`config.mk`:
```
export PLATFORM = sky130hd
export DESIGN_NAME = shift_sequencer_flat
export DESIGN_NICKNAME = d
export VERILOG_FILES = /design/src/rtl/shift_sequencer_if.sv /design/src/rtl/shift_sequencer.sv /design/src/flat_wrapper.sv
export SDC_FILE = /design/constraint.sdc
export NUM_CORES = 1
export LEC_CHECK = 0
export CORE_ASPECT_RATIO = 1.5
export CORE_MARGIN = 4
export CORE_UTILIZATION = 54
export CTS_BUF_LIST = sky130_fd_sc_hd__clkbuf_16
export CTS_CLUSTER_DIAMETER = 150
export DETAILED_ROUTE_END_ITERATION = 8
export PLACE_DENSITY = 0.85
export SYNTH_ARGS = -nofsm -noshare
export SYNTH_HDL_FRONTEND = slang
export SYNTH_SLANG_ARGS = --single-unit
export TNS_END_PERCENT = 5
```
`constraint.sdc`:
```
create_clock -name clk -period 2.7 [get_ports clk]
set_input_delay 0.27 -clock clk [delete_from_list [all_inputs] [get_ports clk]]
set_output_delay 0.27 -clock clk [all_outputs]
set_load 0.05 [all_outputs]
```
`src/rtl/shift_sequencer_if.sv`:
```
// Request/response bundle between a shift requester and shift_sequencer.
// Handshake: a request (start with op/amt/value) is taken only on a rising clk edge where ready=1;
// done is a one-cycle pulse, and result stays valid from done until the next accepted request.
interface shift_sequencer_if #(
    parameter int W     = 16,
    parameter int AMT_W = 4
);
    logic             start;
    logic [1:0]       op;
    logic [AMT_W-1:0] amt;
    logic [W-1:0]     value;
    logic             ready;
    logic             busy;
    logic             done;
    logic [W-1:0]     result;
    logic [1:0]       state;

    modport master (
        output start, op, amt, value,
        input  ready, busy, done, result, state
    );

    modport slave (
        input  start, op, amt, value,
        output ready, busy, done, result, state
    );
endinterface

```
`src/rtl/shift_sequencer.sv`:
```
// Multi-bit shift controller iterating the single-step shifter once per clock.
// Optional feature: define SHSEQ_ROR_EN to turn op 00 into rotate-right.
module shifter #(
    parameter int W = 16
) (
    input  logic [W-1:0] in,
    input  logic [1:0]   shift,
    output logic [W-1:0] sout
);
    always_comb begin
        case (shift)
            2'b01:   sout = {in[W-2:0], 1'b0};
            2'b10:   sout = {1'b0, in[W-1:1]};
            2'b11:   sout = {in[W-1], in[W-1:1]};
            default: sout = in;
        endcase
    end
endmodule

module shift_sequencer #(
    parameter int W     = 16,
    parameter int AMT_W = 4
) (
    input  logic          clk,
    input  logic          reset,
    shift_sequencer_if.slave bus
);
    typedef enum logic [1:0] {
        IDLE = 2'd0,
        RUN  = 2'd1,
        DONE = 2'd2
    } state_t;

    state_t           state, state_nx;
    logic [W-1:0]     acc, acc_nx;
    logic [W-1:0]     result_r, result_nx;
    logic [AMT_W-1:0] cnt, cnt_nx;
    logic [1:0]       op_r, op_nx;
    logic [1:0]       sh_code;
    logic [W-1:0]     sout;
    logic [W-1:0]     step;

    shifter #(.W(W)) u_shifter (
        .in    (acc),
        .shift (sh_code),
        .sout  (sout)
    );

`ifdef SHSEQ_ROR_EN
    // Rotate reuses the LSR1 path and feeds the outgoing LSB back into the MSB.
    always_comb begin
        sh_code = (op_r == 2'b00) ? 2'b10 : op_r;
        step    = (op_r == 2'b00) ? {acc[0], sout[W-2:0]} : sout;
    end
`else
    always_comb begin
        sh_code = op_r;
        step    = sout;
    end
`endif

    always_ff @(posedge clk) begin
        if (reset) begin
            state    <= IDLE;
            acc      <= '0;
            cnt      <= '0;
            op_r     <= '0;
            result_r <= '0;
        end else begin
            state    <= state_nx;
            acc      <= acc_nx;
            cnt      <= cnt_nx;
            op_r     <= op_nx;
            result_r <= result_nx;
        end
    end

    // result_r is loaded on the edge entering DONE so it already equals acc during the done pulse.
    always_comb begin
        state_nx  = state;
        acc_nx    = acc;
        cnt_nx    = cnt;
        op_nx     = op_r;
        result_nx = result_r;
        case (state)
            IDLE: begin
                if (bus.start) begin
                    acc_nx = bus.value;
                    op_nx  = bus.op;
                    cnt_nx = bus.amt;
                    if (bus.amt == '0) begin
                        state_nx  = DONE;
                        result_nx = bus.value;
                    end else begin
                        state_nx = RUN;
                    end
                end
            end
            RUN: begin
                acc_nx = step;
                cnt_nx = cnt - 1'b1;
                if (cnt == AMT_W'(1)) begin
                    state_nx  = DONE;
                    result_nx = step;
                end
            end
            DONE: state_nx = IDLE;
            default: state_nx = IDLE;
        endcase
    end

    assign bus.ready  = (state == IDLE);
    assign bus.busy   = (state == RUN);
    assign bus.done   = (state == DONE);
    assign bus.result = result_r;
    assign bus.state  = state;
endmodule

```
`src/flat_wrapper.sv`:
```
// flat-port wrapper written by rule: the top's interface ports become plain ports
module shift_sequencer_flat 
#(
    parameter int W     = 16,
    parameter int AMT_W = 4
)
  (clk, reset, bus_start, bus_op, bus_amt, bus_value, bus_ready, bus_busy, bus_done, bus_result, bus_state);
  shift_sequencer_if #(.W(W), .AMT_W(AMT_W)) bus_i ();
  input  logic clk;
  input  logic reset;
  input wire logic [$bits(bus_i.start)-1:0] bus_start;
  input wire logic [$bits(bus_i.op)-1:0] bus_op;
  input wire logic [$bits(bus_i.amt)-1:0] bus_amt;
  input wire logic [$bits(bus_i.value)-1:0] bus_value;
  output wire logic [$bits(bus_i.ready)-1:0] bus_ready;
  output wire logic [$bits(bus_i.busy)-1:0] bus_busy;
  output wire logic [$bits(bus_i.done)-1:0] bus_done;
  output wire logic [$bits(bus_i.result)-1:0] bus_result;
  output wire logic [$bits(bus_i.state)-1:0] bus_state;
  assign bus_i.start = bus_start;
  assign bus_i.op = bus_op;
  assign bus_i.amt = bus_amt;
  assign bus_i.value = bus_value;
  assign bus_ready = bus_i.ready;
  assign bus_busy = bus_i.busy;
  assign bus_done = bus_i.done;
  assign bus_result = bus_i.result;
  assign bus_state = bus_i.state;
  shift_sequencer #(.W(W), .AMT_W(AMT_W)) u_core (.clk(clk), .reset(reset), .bus(bus_i));
endmodule
```
==> impl_metrics.py, run 1 <==
metrics = {
    "run_status": {
        "status": "completed",
    },
    "setup_path": {
        "worstPathRequired_ps": 2920,
        "crit_chain": "nand2b_1 > inv_2 > a221oi_2 > a22o_1",
        "rr_worst_depth": 4,
        "endpoint": "u_core.bus.result[5]",
        "crit_type": "register to register",
        "critical_path_depth": 4,
        "cp_data_arrival_time_ps": 2360,
        "worst-path-buf-inv": 1,
        "timing.rr.end": "u_core.bus.result[5]",
        "r2r_start": "u_core.bus.state[1]",
        "path_max_fanout": 15,
        "critical_path.max_stage_delay_ps": 950,
        "r2r_setup_slack_ps": 560,
        "cp_top_family": "compound AO/OA/AOI/OAI gates",
        "start_kind": "register",
        "worst_path_max_delay_cell": "a221oi_2",
        "end_kind": "register",
        "crit_path_start": "u_core.bus.state[1]",
    },
    "sta": {
        "tightest_slew_ps": 1130,
        "fin_tns_setup_ps": 0,
        "fin_crit_sh": 0.791,
        "slew_violations": 0,
        "max_freq_mhz": 468,
        "period_minus_slack_ps": 2140,
        "setup_viol": 0,
        "clock-skew-final_ps": 4.67,
        "rsz0062_at_grt": "no",
        "max-slew-margin-rel": 0.248,
        "final_hold_viol_count": 0,
    },
    "routing": {
        "ant_nets": 0,
        "vias_per_cell": 5.82,
        "drc": 0,
        "drt_iter0_drc": 102,
        "wire_per_inst_um": 15.9,
        "first_pass_iters": 4,
        "vias": 1845,
        "wl_mm": 5.03,
    },
    "job": {
        "drv_cap": 0,
    },
    "placement": {
        "dp_hpwl_mm": 3.45,
        "numPortBuffers": 45,
        "placed_area_mm2": 0.00250,
        "routabilityCongestion": 0.890,
    },
    "die": {
        "dieWidth_um": 58.5,
        "rows": 27,
        "start_util": 0.561,
        "die_area_mm2": 0.00490,
        "io_pins": 46,
        "die_h_um": 83.7,
        "core_mm2": 0.00368,
    },
    "finish": {
        "final_common_cell": "clkdlybuf4s50_1",
        "fillerInstances": 288,
        "nets": 301,
        "design_area_mm2": 0.00263,
        "drive_above_1_share": 0.0766,
        "syn2layout_area_growth_pct": 27.5,
        "mostFrequentLayoutCells": "44 x clkdlybuf4s50_1, 40 x dfxtp_1, 21 x nand2_1",
        "antennaDiodeCount": 0,
    },
    "logic_synthesis": {
        "synthesis.area_mm2": 0.00206,
        "synth_top_area_cell": "dfxtp_1",
        "avgSynthCellArea_um2": 8.71,
        "ys_seq_area_frac": 0.388,
        "syn_nets": 264,
        "synth_top_area_share": 0.388,
        "synthTopCellsByArea": "dfxtp_1 39%, mux2i_1 8.7%, a22o_1 5.9%, o211ai_1 5.5%, o21a_1 4.7%",
        "ys_warn_count": 0,
        "synth-seq-cells": 40,
        "synthesis.instances": 237,
        "yosysUniqueCellTypes": 36,
    },
    "pwr": {
        "p_total_mw": 1.61,
        "p_leak_nw": 0.973,
        "p_per_area_mw_per_mm2": 613,
        "vdd_drop_max_mv": 0.565,
    },
    "clocking": {
        "cts_tree": "yes",
        "post-cts-setup-buffer-count": 0,
        "clock_latency_ps": 280,
        "path_clk_slew_ps": 50,
        "htree_levels": 2,
        "cts_sinks": 40,
        "cts_resized": 0,
        "cts_buffers": 5,
        "cts-root-buf": "clkbuf_16",
        "ctsLongestPathBuffers": 2,
        "holdBufCountCts": 0,
    },
    "global_route": {
        "grt_pass1_vias": 1840,
        "grt_max_degree": 32,
        "antenna_found_initial": 0,
        "grt_usage": 0.218,
        "grt_pass1_wl_mm": 8.35,
        "gr-total-overflow": 0,
    },
    "hold_path": {
        "holdPathStages": 2,
        "hold_class": "register to register",
    },
}
-- synth_stat cells --
library cell,n
nor3b_2,2
inv_1,15
or2_1,1
a21oi_1,18
inv_2,1
a221oi_2,1
buf_4,1
nor2_1,12
o21a_1,13
o21ai_0,4
nand3_1,12
o31ai_1,1
nand3b_1,1
a22oi_2,1
o221ai_1,2
clkinv_4,1
a32oi_1,2
nand2_1,21
a22o_1,14
o211ai_1,15
dfxtp_1,40
mux2i_1,18
and2b_2,1
ha_1,2
buf_12,1
o21ai_1,1
nand2b_1,4
buf_1,2
nor3_1,5
buf_2,9
a221o_1,1
a211oi_1,3
clkbuf_1,7
nor4_4,1
nor2b_1,3
or3_4,1
-- final cells by class --
| cell class | count | area (um2) | area share |
|---|---|---|---|
| sequential | 40 | 801 | 0.304 |
| multi-input combinational | 160 | 1090 | 0.414 |
| tap | 43 | 53.8 | 0.0204 |
| timing repair buffer | 50 | 485 | 0.184 |
| clock inverter | 2 | 8.76 | 0.00333 |
| clock buffer | 5 | 125 | 0.0476 |
| inverter | 17 | 68.8 | 0.0262 |
-- kinds of logic (layout without fill, tap and decap cells) --
| kind of cell | after synthesis | after routing | share of synthesized area |
|---|---|---|---|
| compound gates | 76 | 76 | 0.267 |
| fa+ha+maj | 2 | 2 | 0.0121 |
| buf+inv | 37 | 74 | 0.0848 |
| flops | 40 | 40 | 0.388 |
| mux | 18 | 18 | 0.0873 |
| simple gates | 64 | 64 | 0.161 |
-- worst min-delay path: stages (launching register included) --
cell and delay (ps):
dfxtp_1 310, nand2_1 60, o21ai_1 50
-- flip-flops by register name (all words and copies together) (netlist names) --
name,cells
u_core.op_r,2
u_core.bus.state,2
u_core.cnt,4
u_core.bus.result,16
u_core.acc,16
-- stage by stage --
stage | util | instances | setup WS (ps) | hold slack [ps]
floorplan | - | 237 | 802 | 417
global placement | 0.678 | 310 | 515 | 444
detailed placement | 0.678 | 310 | 420 | 458
CTS | 0.715 | 317 | 493 | 471
global route | 0.715 | 317 | 413 | 486
finish | 0.715 | 317 | 564 | 473
-- power breakdown --
part | switching [mW] | total, mW | internal, mW
Sequential | 0.0501 | 0.690 | 0.639
Clock | 0.215 | 0.546 | 0.331
Combinational | 0.219 | 0.376 | 0.157
Total | 0.484 | 1.61 | 1.13
-- routing by layer --
layer | share of wire | routed length, um | GRT usage | vias to the layer above
li1 | - | - | - | 921
met1 | 0.40 | 2030 | 0.250 | 876
met2 | 0.54 | 2730 | 0.375 | 38
met3 | 0.033 | 164 | 0.0387 | 10
met4 | 0.021 | 105 | 0.103 | 0
met5 | 0 | 0 | 0 | -
-- worst min-delay path by stage --
stage | from | to | slack, ps
finish | u_core.bus.result[15] | u_core.bus.result[15] | 470
floorplan | bus_op[0] | u_core.op_r[0] | 420
global route | u_core.bus.result[15] | u_core.bus.result[15] | 490
global placement | u_core.bus.result[15] | u_core.bus.result[15] | 440
CTS | u_core.bus.result[15] | u_core.bus.result[15] | 470
detailed placement | u_core.bus.result[15] | u_core.bus.result[15] | 460
Power figures use the tool's default switching activity.
==> run 2: changes to the inputs <==
--- a/config.mk
+++ b/config.mk
@@ -7,11 +7,11 @@
 export LEC_CHECK = 0
 export CORE_ASPECT_RATIO = 1.5
 export CORE_MARGIN = 4
-export CORE_UTILIZATION = 54
+export CORE_UTILIZATION = 50
 export CTS_BUF_LIST = sky130_fd_sc_hd__clkbuf_16
 export CTS_CLUSTER_DIAMETER = 150
 export DETAILED_ROUTE_END_ITERATION = 8
-export PLACE_DENSITY = 0.85
+export PLACE_DENSITY = 0.79
 export SYNTH_ARGS = -nofsm -noshare
 export SYNTH_HDL_FRONTEND = slang
 export SYNTH_SLANG_ARGS = --single-unit
==> constraint.sdc (replaced) <==
create_clock -name clk -period 2.1 [get_ports clk]
set_input_delay 0.21 -clock clk [delete_from_list [all_inputs] [get_ports clk]]
set_output_delay 0.21 -clock clk [all_outputs]
set_load 0.05 [all_outputs]
==> run 2 against run 1 <==
Compared with the run above: worst setup slack got worse by 390 ps; power increased by 40%; global-route usage decreased by 0.11 points; critical path depth decreased by 1; sequential power increased by 28%; sequential cell count unchanged; worst hold slack got worse by 17 ps; sequential share of layout area decreased by 1.2 points; clock power increased by 57%; non-clock buffer count increased by 6; design area increased by 4.0%; first-iteration DRC count decreased by 19%; largest power group unchanged.
==> impl_metrics.py, run 2 (synthesis gave the netlist of run 1 again) <==
metrics = {
    "clocking": {
        "holdBufCountCts": 0,
        "htree_levels": 2,
        "cts_sinks": 40,
        "cts_tree": "yes",
        "ctsLongestPathBuffers": 2,
        "path_clk_slew_ps": 60,
        "clock_latency_ps": 280,
        "cts_buffers": 5,
        "cts-root-buf": "clkbuf_16",
    },
    "pwr": {
        "swShare": 0.291,
        "combPwrFrac": 0.229,
        "vdd_drop_max_mv": 0.908,
        "p_per_area_mw_per_mm2": 825,
        "p_seq_frac": 0.391,
        "switchingPower_uw": 657,
        "p_leak_nw": 1.02,
        "clock_power_share": 0.379,
        "intPower_mw": 1.60,
    },
    "setup_path": {
        "crit_type": "register to primary output",
        "end_kind": "primary output",
        "worst_path_max_delay_cell": "clkdlybuf4s50_1",
        "path_max_fanout": 11,
        "worstPathRequired_ps": 1890,
        "start_kind": "register",
        "crit_chain": "buf_4 > nor2b_1 > clkdlybuf4s50_1",
        "critical_path.max_stage_delay_ps": 810,
        "cp_data_arrival_time_ps": 1720,
    },
    "sta": {
        "setup_viol": 0,
        "max-slew-margin-rel": 0.536,
        "slew_violations": 0,
        "rsz0062_at_grt": "no",
        "fin_crit_sh": 0.918,
        "tightest_slew_ps": 696,
        "period_minus_slack_ps": 1930,
        "clock-skew-final_ps": 6.88,
        "final_hold_viol_count": 0,
        "max_freq_mhz": 518,
    },
    "die": {
        "start_util": 0.521,
        "die_area_mm2": 0.00524,
        "die_h_um": 86.7,
        "io_pins": 46,
        "rows": 28,
        "core_mm2": 0.00396,
        "dieWidth_um": 60.5,
    },
    "placement": {
        "place_inst": 318,
        "numPortBuffers": 45,
        "dp_hpwl_mm": 3.70,
        "routabilityCongestion": 0.853,
    },
    "finish": {
        "mostFrequentLayoutCells": "44 x clkdlybuf4s50_1, 40 x dfxtp_1, 21 x nand2_1",
        "antennaDiodeCount": 0,
        "fillerInstances": 328,
        "fin_util": 0.691,
        "final_common_cell": "clkdlybuf4s50_1",
        "syn2layout_area_growth_pct": 32.5,
        "nets": 307,
        "drive_above_1_share": 0.103,
        "final_cells": 326,
    },
    "global_route": {
        "antenna_found_initial": 0,
        "grt_usage": 0.217,
        "grt_max_degree": 30,
        "grt_pass1_wl_mm": 8.58,
        "grt_pass1_vias": 1830,
        "gr-total-overflow": 0,
    },
    "routing": {
        "ant_nets": 0,
        "wire_per_inst_um": 16.5,
        "drt_iter0_drc": 83,
        "drc": 0,
        "vias": 1877,
        "first_pass_iters": 4,
        "wl_mm": 5.38,
        "vias_per_cell": 5.76,
    },
    "hold_path": {
        "hold_class": "register to register",
    },
    "run_status": {
        "status": "completed",
    },
    "job": {
        "drv_cap": 0,
    },
}
[run 2: what timing repair did]
action | 4_1_cts | 5_1_grt
gates resized for setup | 0 | 1
endpoints found under the setup margin | 0 | 15
setup buffers | 0 | 0
[run 2: per-layer routing]
layer,wire length (um),GRT usage
met5,0,0
met4,75,0.0730
met3,181,0.0402
met2,2980,0.395
met1,2140,0.245
[run 2: cell type report]
type | instances | area, um2 | share of cell area
Clock buffer | 5 | 125 | 0.0457
Clock inverter | 3 | 42.5 | 0.0155
Inverter | 17 | 68.8 | 0.0251
Multi-Input combinational cell | 160 | 1100 | 0.402
Sequential cell | 40 | 801 | 0.293
Tap cell | 45 | 56.3 | 0.0206
Timing Repair Buffer | 56 | 543 | 0.198
[run 2: worst max-delay path: cells and delay by family (launching register included)]
family	cells	cell delay, ps
and+or+nand+nor	1	130
DFF	1	320
buffers and inverters	2	980
[run 2: worst paths after layout]
| kind | startpoint | end | slack [ps] | cells past startpoint |
|---|---|---|---|---|
| worst min-delay path | u_core.bus.result[15] | u_core.bus.result[15] | 460 | 2 |
| worst min register to register | u_core.bus.result[15] | u_core.bus.result[15] | 460 | 2 |
| worst max register to register | u_core.cnt[0] | u_core.bus.result[10] | 270 | 6 |
| worst max-delay path | u_core.bus.state[1] | bus_done | 170 | 3 |
[run 2: power by group through the flow]
stage / Combinational, mW / Sequential, mW / Clock (mW)
2_1_floorplan: 0.307 / 0.925 / 0
3_3_place_gp: 0.504 / 0.895 / 0
3_5_place_dp: 0.512 / 0.897 / 0
4_1_cts: 0.517 / 0.882 / 0.863
5_1_grt: 0.570 / 0.890 / 0.894
6_report: 0.518 / 0.883 / 0.856
[run 2: metrics by stage]
| stage | TNS [ps] | total power [mW] | setup WS (ps) | hold WS, ps | instance area [um2] |
|---|---|---|---|---|---|
| finish | 0 | 2.26 | 171 | 456 | 2740 |
| detailed placement | -449 | 1.41 | -46.3 | 448 | 2560 |
| floorplan | 0 | 1.23 | 262 | 357 | 2060 |
| CTS | 0 | 2.26 | 17.0 | 456 | 2730 |
| global route | 0 | 2.35 | 100 | 485 | 2740 |
| global placement | -39.3 | 1.40 | -3.89 | 444 | 2560 |
==> run 3: changes to the inputs <==
--- a/config.mk
+++ b/config.mk
@@ -7,11 +7,11 @@
 export LEC_CHECK = 0
 export CORE_ASPECT_RATIO = 1.5
 export CORE_MARGIN = 4
-export CORE_UTILIZATION = 50
+export CORE_UTILIZATION = 45
 export CTS_BUF_LIST = sky130_fd_sc_hd__clkbuf_16
 export CTS_CLUSTER_DIAMETER = 150
 export DETAILED_ROUTE_END_ITERATION = 8
-export PLACE_DENSITY = 0.79
+export PLACE_DENSITY = 0.75
 export SYNTH_ARGS = -nofsm -noshare
 export SYNTH_HDL_FRONTEND = slang
 export SYNTH_SLANG_ARGS = --single-unit
==> constraint.sdc (replaced) <==
create_clock -name clk -period 1.6 [get_ports clk]
set_input_delay 0.16 -clock clk [delete_from_list [all_inputs] [get_ports clk]]
set_output_delay 0.16 -clock clk [all_outputs]
set_load 0.05 [all_outputs]
==> run 3 against run 2 <==
Compared with the run above: the flow now finishes with violations (setup timing); non-clock buffer count up 17; worst hold slack worse by 2.8 ps; die area up 9.8%; sequential power up 31%; sequential cell count unchanged; clock-buffer cell count unchanged; critical path depth up 5; clock skew down 2.7 ps; power up 26%; critical path type is now register to register; critical endpoint is now u_core.bus.result[13]; largest power group unchanged.
==> impl_metrics.py, run 3 (synthesis gave the netlist of run 1 again) <==
metrics = {
    "routing": {
        "drt_iter0_drc": 72,
        "vias_per_cell": 5.57,
        "vias": 1921,
        "drc": 0,
        "wire_per_inst_um": 16.1,
        "wl_met3_um": 226,
        "ant_nets": 0,
        "top_layer": "met4",
        "wl_mm": 5.54,
        "first_pass_iters": 4,
        "wl_met1_mm": 2.16,
        "wl_met2_mm": 3.02,
    },
    "sta": {
        "slew_violations": 0,
        "clock-skew-final_ps": 4.22,
        "setup_viol": 16,
        "period_minus_slack_ps": 1720,
        "max_freq_mhz": 582,
        "tightest_slew_ps": 746,
        "rsz0062_at_grt": "yes",
        "hold_slack_ps": 453,
        "max-slew-margin-rel": 0.503,
        "fin_crit_sh": 1.07,
        "setup_slack_ps": -118,
        "final_hold_viol_count": 0,
    },
    "finish": {
        "antennaDiodeCount": 0,
        "fin_util": 0.662,
        "fillerInstances": 370,
        "drive_above_1_share": 0.237,
        "final_common_cell": "buf_4",
        "nets": 325,
        "mostFrequentLayoutCells": "45 x buf_4, 36 x dfxtp_1, 24 x clkdlybuf4s50_1",
        "syn2layout_area_growth_pct": 38.4,
    },
    "placement": {
        "numPortBuffers": 45,
        "dp_worst_setup_slack_ps": -514,
        "routabilityCongestion": 0.875,
        "dp_hpwl_mm": 3.92,
    },
    "setup_path": {
        "critical_path.max_stage_delay_ps": 420,
        "end_kind": "register",
        "start_kind": "register",
        "path_max_fanout": 7,
        "cp_data_arrival_time_ps": 1940,
        "r2r_setup_slack_ps": -120,
        "crit_chain": "inv_2 > ha_4 > nor3b_4 > buf_4 > a22oi_2 > or3_4 > clkinv_4 > a22o_1",
        "crit_type": "register to register",
        "worst_path_max_delay_cell": "or3_4",
        "worstPathRequired_ps": 1820,
    },
    "global_route": {
        "grt_pass1_wl_mm": 9.29,
        "antenna_found_initial": 0,
        "grt_pass1_vias": 1923,
        "grt_usage": 0.205,
        "grt_max_degree": 26,
        "gr-total-overflow": 0,
    },
    "clocking": {
        "cts_buffers": 5,
        "cts-root-buf": "clkbuf_16",
        "path_clk_slew_ps": 60,
        "holdBufCountCts": 0,
        "cts_tree": "yes",
        "ctsLongestPathBuffers": 2,
        "clock_latency_ps": 280,
        "htree_levels": 2,
        "cts_sinks": 40,
    },
    "pwr": {
        "vdd_drop_max_mv": 0.655,
        "p_leak_nw": 1.15,
        "p_per_area_mw_per_mm2": 995,
    },
    "die": {
        "die_h_um": 91.0,
        "rows": 29,
        "die_area_mm2": 0.00576,
        "core_mm2": 0.00432,
        "start_util": 0.478,
        "io_pins": 46,
        "dieWidth_um": 63.3,
    },
    "run_status": {
        "status": "finished with violations",
        "violations": "setup timing",
    },
    "hold_path": {
        "hold_class": "register to register",
    },
    "job": {
        "drv_cap": 0,
    },
}
[run 3: changes by cell type in the layout (fill, tap and decap cells not counted), sizes merged]
cell and delta:
buf +37, bufinv -1, clkdlybuf4s50 -20, clkinvlp -1, clkinv +1, inv +2
[run 3: report_power, final]
part / internal [mW] / switching [mW] / total [mW]
registers: 1.08 / 0.0762 / 1.16
logic: 0.344 / 0.414 / 0.758
clock network: 0.560 / 0.368 / 0.928
[run 3: layer usage]
metal,track usage,vias to the layer above
li1,-,971
met1,0.226,896
met2,0.374,43
met3,0.0407,11
met4,0.0901,0
met5,0,-
[run 3: metrics by stage]
stage                     setup TNS, ps  area, um2  power, mW  instances
after global routing              -2910       2860       3.00        345
after floorplan                       0       2070       1.62        237
final                             -1470       2860       2.84        345
after detailed placement          -7780       2650       1.90        334
after CTS                         -2500       2840       2.86        344
after global placement            -6820       2650       1.89        334
[run 3: path summary, 6_finish.rpt]
kind | end | cells after the start | from
worst max-delay path | u_core.bus.result[13] | 8 | u_core.cnt[1]
worst min-delay path | u_core.bus.result[14] | 2 | u_core.bus.result[14]
worst max register to register | u_core.bus.result[13] | 8 | u_core.cnt[1]
worst min register to register | u_core.bus.result[14] | 2 | u_core.bus.result[14]
[run 3: final cells by class]
class                      count  area (um2)  share of cell area
clock inverter                 3        11.3             0.00394
inverter                      17        76.3              0.0267
clock buffer                   5         125              0.0438
timing repair buffer          73         649               0.227
sequential                    40         808               0.283
timing repair inverter         1        8.76             0.00306
tap                           46        57.6              0.0201
multi-input combinational    160        1120               0.392
[run 3: repair_timing]
item                       CTS  global route
pin swaps                    2             4
gates resized for setup      8             2
buffers inserted             1             1
setup endpoints to repair   16            21
gates cloned                 1             0
[run 3: critical path, delay by kind of cell (launching register included)]
family | cells | cell delay (ps)
compound gates | 2 | 200
simple gates | 2 | 660
buf+inv | 3 | 340
flops | 1 | 320
fa+ha+maj | 1 | 130
